===== config.mk =====
export PLATFORM = sky130hd
export DESIGN_NAME = priority_encoder_8
export DESIGN_NICKNAME = d
export VERILOG_FILES = /design/src/rtl/priority_encoder_8.sv
export SDC_FILE = /design/constraint.sdc
export NUM_CORES = 1
export LEC_CHECK = 0
export CORE_MARGIN = 5
export CORE_UTILIZATION = 59
export DETAILED_ROUTE_END_ITERATION = 12
export HOLD_SLACK_MARGIN = 0.03
export PLACE_DENSITY_LB_ADDON = 0.2
export SYNTH_ARGS = -nofsm -noshare
export SYNTH_HDL_FRONTEND = slang
export SYNTH_SLANG_ARGS = --single-unit

===== constraint.sdc =====
create_clock -name clk -period 2.2 [get_ports clk]
set_input_delay 0.33 -clock clk [delete_from_list [all_inputs] [get_ports clk]]
set_output_delay 0.33 -clock clk [all_outputs]
set_load 0.05 [all_outputs]

===== src/rtl/priority_encoder_8.sv =====
// Registered 8-to-3 priority encoder with edge-captured, acknowledged requests.
// Define PRIO_ENC_LEVEL_EN for level mode (pend follows the synchronized lines directly).
module priority_encoder_8 #(
    parameter int SYNC_STAGES = 2
) (
    input  logic       clk,
    input  logic       rst,
    input  logic       ei_n,
    input  logic [7:0] i_n,
    input  logic       ack,
    output logic [2:0] a_n,
    output logic       gs_n,
    output logic       eo_n,
    output logic       busy
);

    typedef enum logic [1:0] {
        IDLE,
        PRESENT,
        GAP
    } state_t;

    state_t     state, state_next;
    logic [7:0] sync_q [SYNC_STAGES];
    logic [7:0] sync_last;
    logic [7:0] pend;
    logic [2:0] a_n_next;
    logic       gs_n_next;
    logic       busy_next;
    logic       eo_n_next;

    assign sync_last = sync_q[SYNC_STAGES-1];

    function automatic logic [2:0] highest(input logic [7:0] v);
        highest = '0;
        for (int unsigned k = 0; k < 8; k++) begin
            if (v[k]) highest = k[2:0];
        end
    endfunction

    always_ff @(posedge clk or posedge rst) begin
        if (rst) begin
            for (int unsigned s = 0; s < SYNC_STAGES; s++) sync_q[s] <= '1;
        end else begin
            sync_q[0] <= i_n;
            for (int unsigned s = 1; s < SYNC_STAGES; s++) sync_q[s] <= sync_q[s-1];
        end
    end

`ifdef PRIO_ENC_LEVEL_EN
    always_ff @(posedge clk or posedge rst) begin
        if (rst) pend <= '0;
        else     pend <= ~sync_last;
    end
`else
    localparam int unsigned WARM_MAX = SYNC_STAGES + 1;

    logic [2:0] warm;
    logic       armed;
    logic [7:0] sync_dly;
    logic [7:0] fall_q;
    logic [7:0] clr;
    logic [2:0] pres_idx;

    // Edges are ignored until the chain and sync_dly hold only post-reset samples,
    // so a line held low through reset does not look like a fresh request.
    assign armed    = (warm == 3'(WARM_MAX));
    assign pres_idx = ~a_n;

    always_ff @(posedge clk or posedge rst) begin
        if (rst) begin
            warm     <= '0;
            sync_dly <= '1;
            fall_q   <= '0;
            pend     <= '0;
        end else begin
            sync_dly <= sync_last;
            fall_q   <= armed ? (sync_dly & ~sync_last) : '0;
            if (!armed) warm <= warm + 3'd1;
            pend     <= (pend & ~clr) | fall_q;
        end
    end
`endif

    always_comb begin
        state_next = state;
        a_n_next   = a_n;
        gs_n_next  = gs_n;
        busy_next  = busy;
`ifndef PRIO_ENC_LEVEL_EN
        clr        = '0;
`endif
        case (state)
            IDLE: begin
                if (!ei_n && (pend != '0)) begin
                    a_n_next   = ~highest(pend);
                    gs_n_next  = 1'b0;
                    busy_next  = 1'b1;
                    state_next = PRESENT;
                end
            end
            PRESENT: begin
                if (ack) begin
`ifndef PRIO_ENC_LEVEL_EN
                    clr[pres_idx] = 1'b1;
`endif
                    a_n_next   = '1;
                    gs_n_next  = 1'b1;
                    state_next = GAP;
                end else if (ei_n) begin
                    a_n_next   = '1;
                    gs_n_next  = 1'b1;
                    busy_next  = 1'b0;
                    state_next = IDLE;
                end
            end
            GAP: begin
                busy_next  = 1'b0;
                state_next = IDLE;
            end
            default: begin
                a_n_next   = '1;
                gs_n_next  = 1'b1;
                busy_next  = 1'b0;
                state_next = IDLE;
            end
        endcase
        eo_n_next = ~(~ei_n & (state == IDLE) & (pend == '0));
    end

    always_ff @(posedge clk or posedge rst) begin
        if (rst) begin
            state <= IDLE;
            a_n   <= '1;
            gs_n  <= 1'b1;
            busy  <= 1'b0;
            eo_n  <= 1'b1;
        end else begin
            state <= state_next;
            a_n   <= a_n_next;
            gs_n  <= gs_n_next;
            busy  <= busy_next;
            eo_n  <= eo_n_next;
        end
    end

endmodule

# --- Yosys cells after proc, flatten, opt, wreduce, memory -nomap -nowiden ---
# Cells that the tools add are included.
totals:
  regBits: 51
  out_inout_bits: 6
  in_bits: 12
  elab_cells: 72
op_classes:
  n_mux: 30
  addsub: 1
  bitwise_logic: 12
  n_lt_le_gt_ge: 2
  n_reduce_logical: 9
  eq_ne: 7
op_table:
  columns: ["operator", "n"]
  rows:
  - ["$mux W3", 11]
  - ["$mux W8", 3]
  - ["$and A8 B8 Y8", 2]
  - ["$not A8 Y8", 2]
  - ["$pmux W3 S3", 1]
  - ["$logic_not A8 Y1", 1]
  - ["$mux W1", 8]
  - ["$or A8 B8 Y8", 1]
  - ["$reduce_bool A8 Y1", 1]
  - ["$mux W2", 3]
  - ["$ne A2 B2 Y1 const B", 3]
  - ["$not A3 Y3", 2]
  - ["$reduce_and A3 Y1", 2]
  - ["$lt A3 B4 Y1 const B", 1]
  - ["$pmux W2 S2", 1]
  - ["$add A3 B1 Y3 const B", 1]
  - ["$demux W1 S3", 1]
  - ["$eq A3 B2 Y1 const B", 1]
  - ["$ge A3 B1 Y1 const B", 1]
  - ["$ne A3 B3 Y1 const B", 1]
  - ["$not A1 Y1", 3]
  - ["$pmux W1 S3", 1]
  - ["$and A1 B1 Y1", 2]
  - ["$eq A2 B1 Y1 const B", 1]
  - ["other kinds (6)", 7]

# --- Longest topological paths before layout ---
# Gate-level depths: netlist of the first run.
depth:
  ltp_word: 12
  ltp_mapped: 5
  mapped_depth_nobuf: 4

# --- Worst setup path after synthesis of the first run ---
# OpenSTA, ideal clock, no wires.
synth_path:
  path_type: "register to register"
  from: "register pend[6]"
  to: "register eo_n"
  required_time_ns: 2.106
  stages_incl_launch_ff: 4
  path_slack_ns: 0.844
  t_arrival_ns: 1.262
  cell_sequence: "dfrtp_1 nor4_4 nand2_2 or4_1"
synth_between:
  elab_chain_cells: 3
synth_rtl:
  columns: ["item", "line", "source"]
  rows:
  - ["start: declaration", "26", "logic [7:0] pend;"]
  - ["start signal: assignment", "80", "pend <= (pend & ~clr) | fall_q;"]
  - ["$logic_not A8 Y1", "128", "eo_n_next = ~(~ei_n & (state == IDLE) & (pend == '0));"]
  - ["$and A1 B1 Y1", "128", null]
  - ["$not A1 Y1", "128", null]
  - ["named net eo_n_next", "30", "logic eo_n_next;"]
  - ["end signal: assignment", "143", "eo_n <= eo_n_next;"]
  - ["end: declaration", "13", "output logic eo_n,"]
# The timed path passes the listed nets, and every way through them passes these cells.
# A chain may end at the register's enable or synchronous reset.

# --- Final worst setup path of the first run ---
layout_path:
  from: "register a_n[0]"
  to: "output a_n[0]"
layout_rtl:
  columns: ["item", "line", "source"]
  rows:
  - ["start: declaration", "11", "output logic [2:0] a_n,"]
  - ["start signal: assignment", "140", "a_n <= a_n_next;"]
# No word-level cell between the ends.

==> flow_summary.toml, run 1 <==
[drt]
drtIter0Drc = 77
wl_um = 2510
via_per_inst = 5.65
post_drt_wl_per_cell_um = 14.1
final_antenna_net_count = 0
drt_pass1_iterations = 4
vias = 1005
drcViolationCount = 0

[setup_path]
cp_slowest_stage_delay_ns = 0.81
crit_buf_inv = 1
reg2reg_depth = 3
path_class = "reg -> out"
critPathSlowestCell = "clkdlybuf4s50_1"
cp.arrival_ns = 1.76
crit_family = "buffers and inverters"
r2r_slack_ns = 0.71
critPathRequiredTime_ns = 1.87
cp_max_fo = 6
critPathLaunchType = "flop"
cp-end-kind = "output port"
r2r-end = "eo_n$_DFF_PP1_"
r2r_start = "pend[6]$_DFF_PP0_"
cp_cell_sequence = "clkdlybuf4s50_1"

[power_and_ir_drop]
power_mw = 1.73
ir_drop_mv = 0.499
p_per_area_nw_per_um2 = 822
static-leakage-power_nw = 0.904
pwr-share-seq = 0.631
p_int_mw = 1.30
power.net_switching_uw = 426
p_clk_frac = 0.252
power.share.combinational = 0.116
swShare = 0.247

[cts]
numCtsBuffers = 5
clk_pin_slew_worst_paths_ns = 0.13
cts_tree = "yes"
htreeDepth = 2
clockRootBuffer = "clkbuf_4"
cts_resized = 0
clk_latency_ns = 0.35
ctsHoldBuffers = 0
clock_sinks = 51
cts_setup_buffers = 0
clk_path_buf_depth = 2

[sta]
final.setup.tns_ns = 0
setup_viol = 0
fin_worst_skew_ns = 0.00681
period_share = 0.950
min_period_ns = 2.09
hold_viol = 0
worst_slew_pin_slew_ns = 0.581
max_slew_margin = 0.613
fmax_ghz = 0.478
rsz0062_at_grt = "no"
drv_slew = 0

[hold_path]
hp-start = "sync_q[13]$_DFF_PP1_"
hold_path.class = "reg -> reg"
hold_path_depth = 0
hold_path_end = "sync_last[5]$_DFF_PP1_"

[die]
io_pins = 18
start_util = 0.610
num_rows = 20
fp.dieW_um = 65.7
die_area_um2 = 4320
die_y_um = 65.7
coreArea_um2 = 3000

[synth]
yosys_warnings = 0
ys_types = 32
ys_seq_elements = 51
syn_inst = 123
syn_area_per_cell_um2 = 14.9
synth_fp_nets = 137
synth-seq-area-share = 0.717
syn_area_um2 = 1830

[placement]
finalWeightedCongestion = 0.856
portBuffers = 17
dpl.hpwl_um = 1820

[final_layout]
drive_above_1_share = 0.290
nets = 158
fillers = 213
n_antenna_cell = 0
area_growth_pct = 14.8
final_common_cell = "dfstp_2"
layout_common_cells = "29 x dfstp_2, 22 x dfrtp_1, 15 x clkdlybuf4s50_1"

[global_route]
grt_pass1_wl_um = 4600
grt_usage = 0.145
grt_overflow_total = 0
grt_max_degree = 52
antenna_found_initial = 0
grt_pass1_vias = 1075

[status]
status = "complete, no violations"

[run]
maxCapViolCount = 0
[power groups by stage]
stage               Clock [mW]  Sequential (mW)  Combinational, mW
finish                   0.436             1.09              0.201
global placement             0             1.10              0.200
floorplan                    0             1.14             0.0911
CTS                      0.458             1.09              0.204
global route             0.503             1.10              0.217
detailed placement           0             1.11              0.204
[cells by family after synthesis]
group,share of synthesized area
AOI/OAI and AO/OA,0.0971
xor gates and xnor gates,0.00479
adders and majority gates,0.0137
buffers and inverters,0.0246
DFF,0.717
muxes,0.0116
and+or+nand+nor,0.131
[cell usage after synthesis]
cell type | n | area [µm²]
or4_1 | 1 | 7.51
inv_1 | 6 | 22.5
nand2_2 | 1 | 6.26
mux2_2 | 1 | 11.3
nand3b_1 | 2 | 15.0
o21bai_1 | 3 | 22.5
mux2i_1 | 1 | 10.0
nor3_1 | 5 | 25.0
o311ai_0 | 1 | 8.76
a21o_1 | 6 | 45.0
nor2_1 | 6 | 22.5
o21ai_1 | 1 | 5.00
nor3b_1 | 1 | 7.51
ha_1 | 2 | 25.0
o21ai_0 | 2 | 10.0
dfrtp_1 | 22 | 551
and3b_1 | 9 | 78.8
buf_6 | 1 | 11.3
o31a_1 | 1 | 8.76
o31ai_1 | 1 | 7.51
xnor2_1 | 1 | 8.76
nor4_4 | 2 | 42.5
a21oi_1 | 5 | 25.0
nand4b_1 | 1 | 8.76
clkbuf_1 | 3 | 11.3
nand4_1 | 1 | 6.26
a2111oi_4 | 1 | 27.5
dfstp_2 | 29 | 762
nand3_1 | 1 | 5.00
nand2_1 | 4 | 15.0
a211oi_1 | 1 | 7.51
o211a_1 | 1 | 10.0
[how the worst max path moves through the flow]
stage	from	slack, ns	end	cells past startpoint
2_1_floorplan	rst	0.69	busy$_DFFE_PP0P_	1
3_3_place_gp	a_n[2]$_DFFE_PP1P_	0.45	a_n[2]	1
3_5_place_dp	a_n[1]$_DFFE_PP1P_	0.44	a_n[1]	1
4_1_cts	a_n[2]$_DFFE_PP1P_	0.03	a_n[2]	1
5_1_grt	a_n[0]$_DFFE_PP1P_	0.04	a_n[0]	1
6_report	a_n[0]$_DFFE_PP1P_	0.11	a_n[0]	1
[registers in the layout, indices dropped and copies added, names as in the netlist, 2 cells and up]
signal     cells
a_n            3
fall_q         8
pend           8
state          2
sync_dly       8
sync_last      8
sync_q         8
warm           3
[metal layers]
layer / global-route usage / part of all wire
met5: 0 / 0
met4: 0.0725 / 0.028
met3: 0.0547 / 0.054
met2: 0.242 / 0.51
met1: 0.161 / 0.41
[per-stage QoR]
step / util / instances / cell area (µm²) / hold WS (ns) / worst slack (ns)
final: 0.700 / 178 / 2100 / 0.364 / 0.109
after global routing: 0.700 / 178 / 2100 / 0.336 / 0.0361
after CTS: 0.698 / 178 / 2100 / 0.351 / 0.0291
after detailed placement: 0.675 / 170 / 2030 / 0.347 / 0.442
after global placement: 0.675 / 170 / 2030 / 0.346 / 0.455
after floorplan: - / 123 / 1830 / 0.334 / 0.688
[area by class of cell]
| cell class | count | area [µm²] | area share |
|---|---|---|---|
| multi-input combinational | 62 | 473 | 0.225 |
| clock buffer | 8 | 68.8 | 0.0328 |
| timing repair buffer | 18 | 183 | 0.0870 |
| inverter | 6 | 22.5 | 0.0107 |
| sequential | 51 | 1310 | 0.625 |
| tap | 33 | 41.3 | 0.0197 |
Note: power is estimated with default switching activity, not from simulation.
==> run 2, diff against run 1 <==
--- a/constraint.sdc
+++ b/constraint.sdc
@@ -3,2 +3,2 @@
 set_output_delay 0.33 -clock clk [all_outputs]
-set_load 0.05 [all_outputs]
+set_load 0.02 [all_outputs]
==> run 2 against run 1 <==
  * Utilization shrank 0.71 points
  * Fmax grew 5.9%
  * Die area is the same
  * Final cell count is the same
  * Flip-flop and latch count is the same
  * Register-to-register slack lost 0.02 ns
  * Combinational power shrank 18%
  * Worst setup slack gained 0.12 ns
  * Total power shrank 4.6%
  * Critical endpoint is now a_n[2]
  * Largest power group unchanged
==> flow_summary.toml, run 2 (same netlist as run 1, synthesis figures left out) <==
[cts]
cts_resized = 0
cts_setup_buffers = 0
clk_latency_ns = 0.35
htreeDepth = 2
numCtsBuffers = 5
clockRootBuffer = "clkbuf_4"
cts_tree = "yes"
clk_pin_slew_worst_paths_ns = 0.13
clock_sinks = 51
clk_path_buf_depth = 2
ctsHoldBuffers = 0

[global_route]
grt_usage = 0.154
grt_overflow_total = 0
grt_pass1_wl_um = 4870
antenna_found_initial = 0
grt_pass1_vias = 1077
grt_max_degree = 52

[sta]
final.setup.tns_ns = 0
hold_viol = 0
fin_worst_skew_ns = 0.00753
fmax_ghz = 0.506
rsz0062_at_grt = "no"
drv_slew = 0
setup_viol = 0
min_period_ns = 1.98
worst_slew_pin_slew_ns = 0.593
period_share = 0.898
max_slew_margin = 0.604

[setup_path]
cp-end-kind = "output port"
cp_max_fo = 11
cp_num_cells = 1
crit_end = "a_n[2]"
crit_buf_inv = 1
cp_slowest_stage_delay_ns = 0.66
critPathSlowestCell = "dfstp_2"
crit_family = "flip-flops"
r2r_slack_ns = 0.69
critPathRequiredTime_ns = 1.87
cp.arrival_ns = 1.65
crit_start = "a_n[2]$_DFFE_PP1P_"
critPathLaunchType = "flop"
r2r-end = "eo_n$_DFF_PP1_"
cp_cell_sequence = "clkdlybuf4s50_1"
path_class = "reg -> out"
r2r_start = "pend[3]$_DFF_PP0_"
reg2reg_depth = 3

[die]
die_y_um = 65.7
coreArea_um2 = 3000
io_pins = 18
num_rows = 20
start_util = 0.610
fp.dieW_um = 65.7
die_area_um2 = 4320

[final_layout]
n_antenna_cell = 0
drive_above_1_share = 0.290
area_growth_pct = 13.6
nets = 158
final_common_cell = "dfstp_2"
layout_common_cells = "29 x dfstp_2, 22 x dfrtp_1, 17 x clkdlybuf4s50_1"

[power_and_ir_drop]
p_per_area_nw_per_um2 = 792
ir_drop_mv = 0.510
power_mw = 1.65
static-leakage-power_nw = 0.883

[placement]
finalWeightedCongestion = 0.829
portBuffers = 17
dpl.hpwl_um = 1900

[hold_path]
hp-start = "i_n[0]"
hold_path_depth = 1
hold_path.class = "in -> reg"

[drt]
drt_pass1_iterations = 4
vias = 1006
drtIter0Drc = 70
post_drt_wl_per_cell_um = 15.0
via_per_inst = 5.65
drcViolationCount = 0
final_antenna_net_count = 0
wl_um = 2670

[status]
status = "complete, no violations"

[run]
maxCapViolCount = 0
## run 2: how the worst min path moves through the flow
stage                                   to
floorplan             sync_q[10]$_DFF_PP1_
global placement    sync_last[1]$_DFF_PP1_
detailed placement  sync_last[1]$_DFF_PP1_
CTS                    sync_q[9]$_DFF_PP1_
global route          sync_q[15]$_DFF_PP1_
finish                 sync_q[8]$_DFF_PP1_
## run 2: metrics by stage
| step | hold slack, ns | instance area [µm²] | cells | utilization | worst slack, ns |
|---|---|---|---|---|---|
| global placement | 0.346 | 2030 | 170 | 0.675 | 0.493 |
| finish | 0.361 | 2080 | 178 | 0.693 | 0.225 |
| floorplan | 0.334 | 1830 | 123 | - | 0.688 |
| detailed placement | 0.347 | 2030 | 170 | 0.675 | 0.426 |
| global route | 0.323 | 2080 | 178 | 0.693 | 0.137 |
| CTS | 0.339 | 2080 | 178 | 0.693 | 0.196 |
## run 2: routing by layer
layer / wire, µm / global-route usage / vias up
li1: - / - / 467
met1: 1040 / 0.177 / 489
met2: 1370 / 0.253 / 40
met3: 163 / 0.0547 / 10
met4: 93 / 0.0777 / 0
met5: 0 / 0 / -
## run 2: power by group
part / internal, mW / switching, mW
logic: 0.0846 / 0.0789
clock network: 0.125 / 0.266
registers: 1.03 / 0.0654
## run 2: layout make-up
class / instances / area [µm²]
fill: 222 / 923
clock buffer: 6 / 41.3
multi-input combinational: 62 / 473
inverter: 6 / 22.5
tap: 33 / 41.3
clock inverter: 2 / 11.3
timing repair buffer: 18 / 178
sequential: 51 / 1310
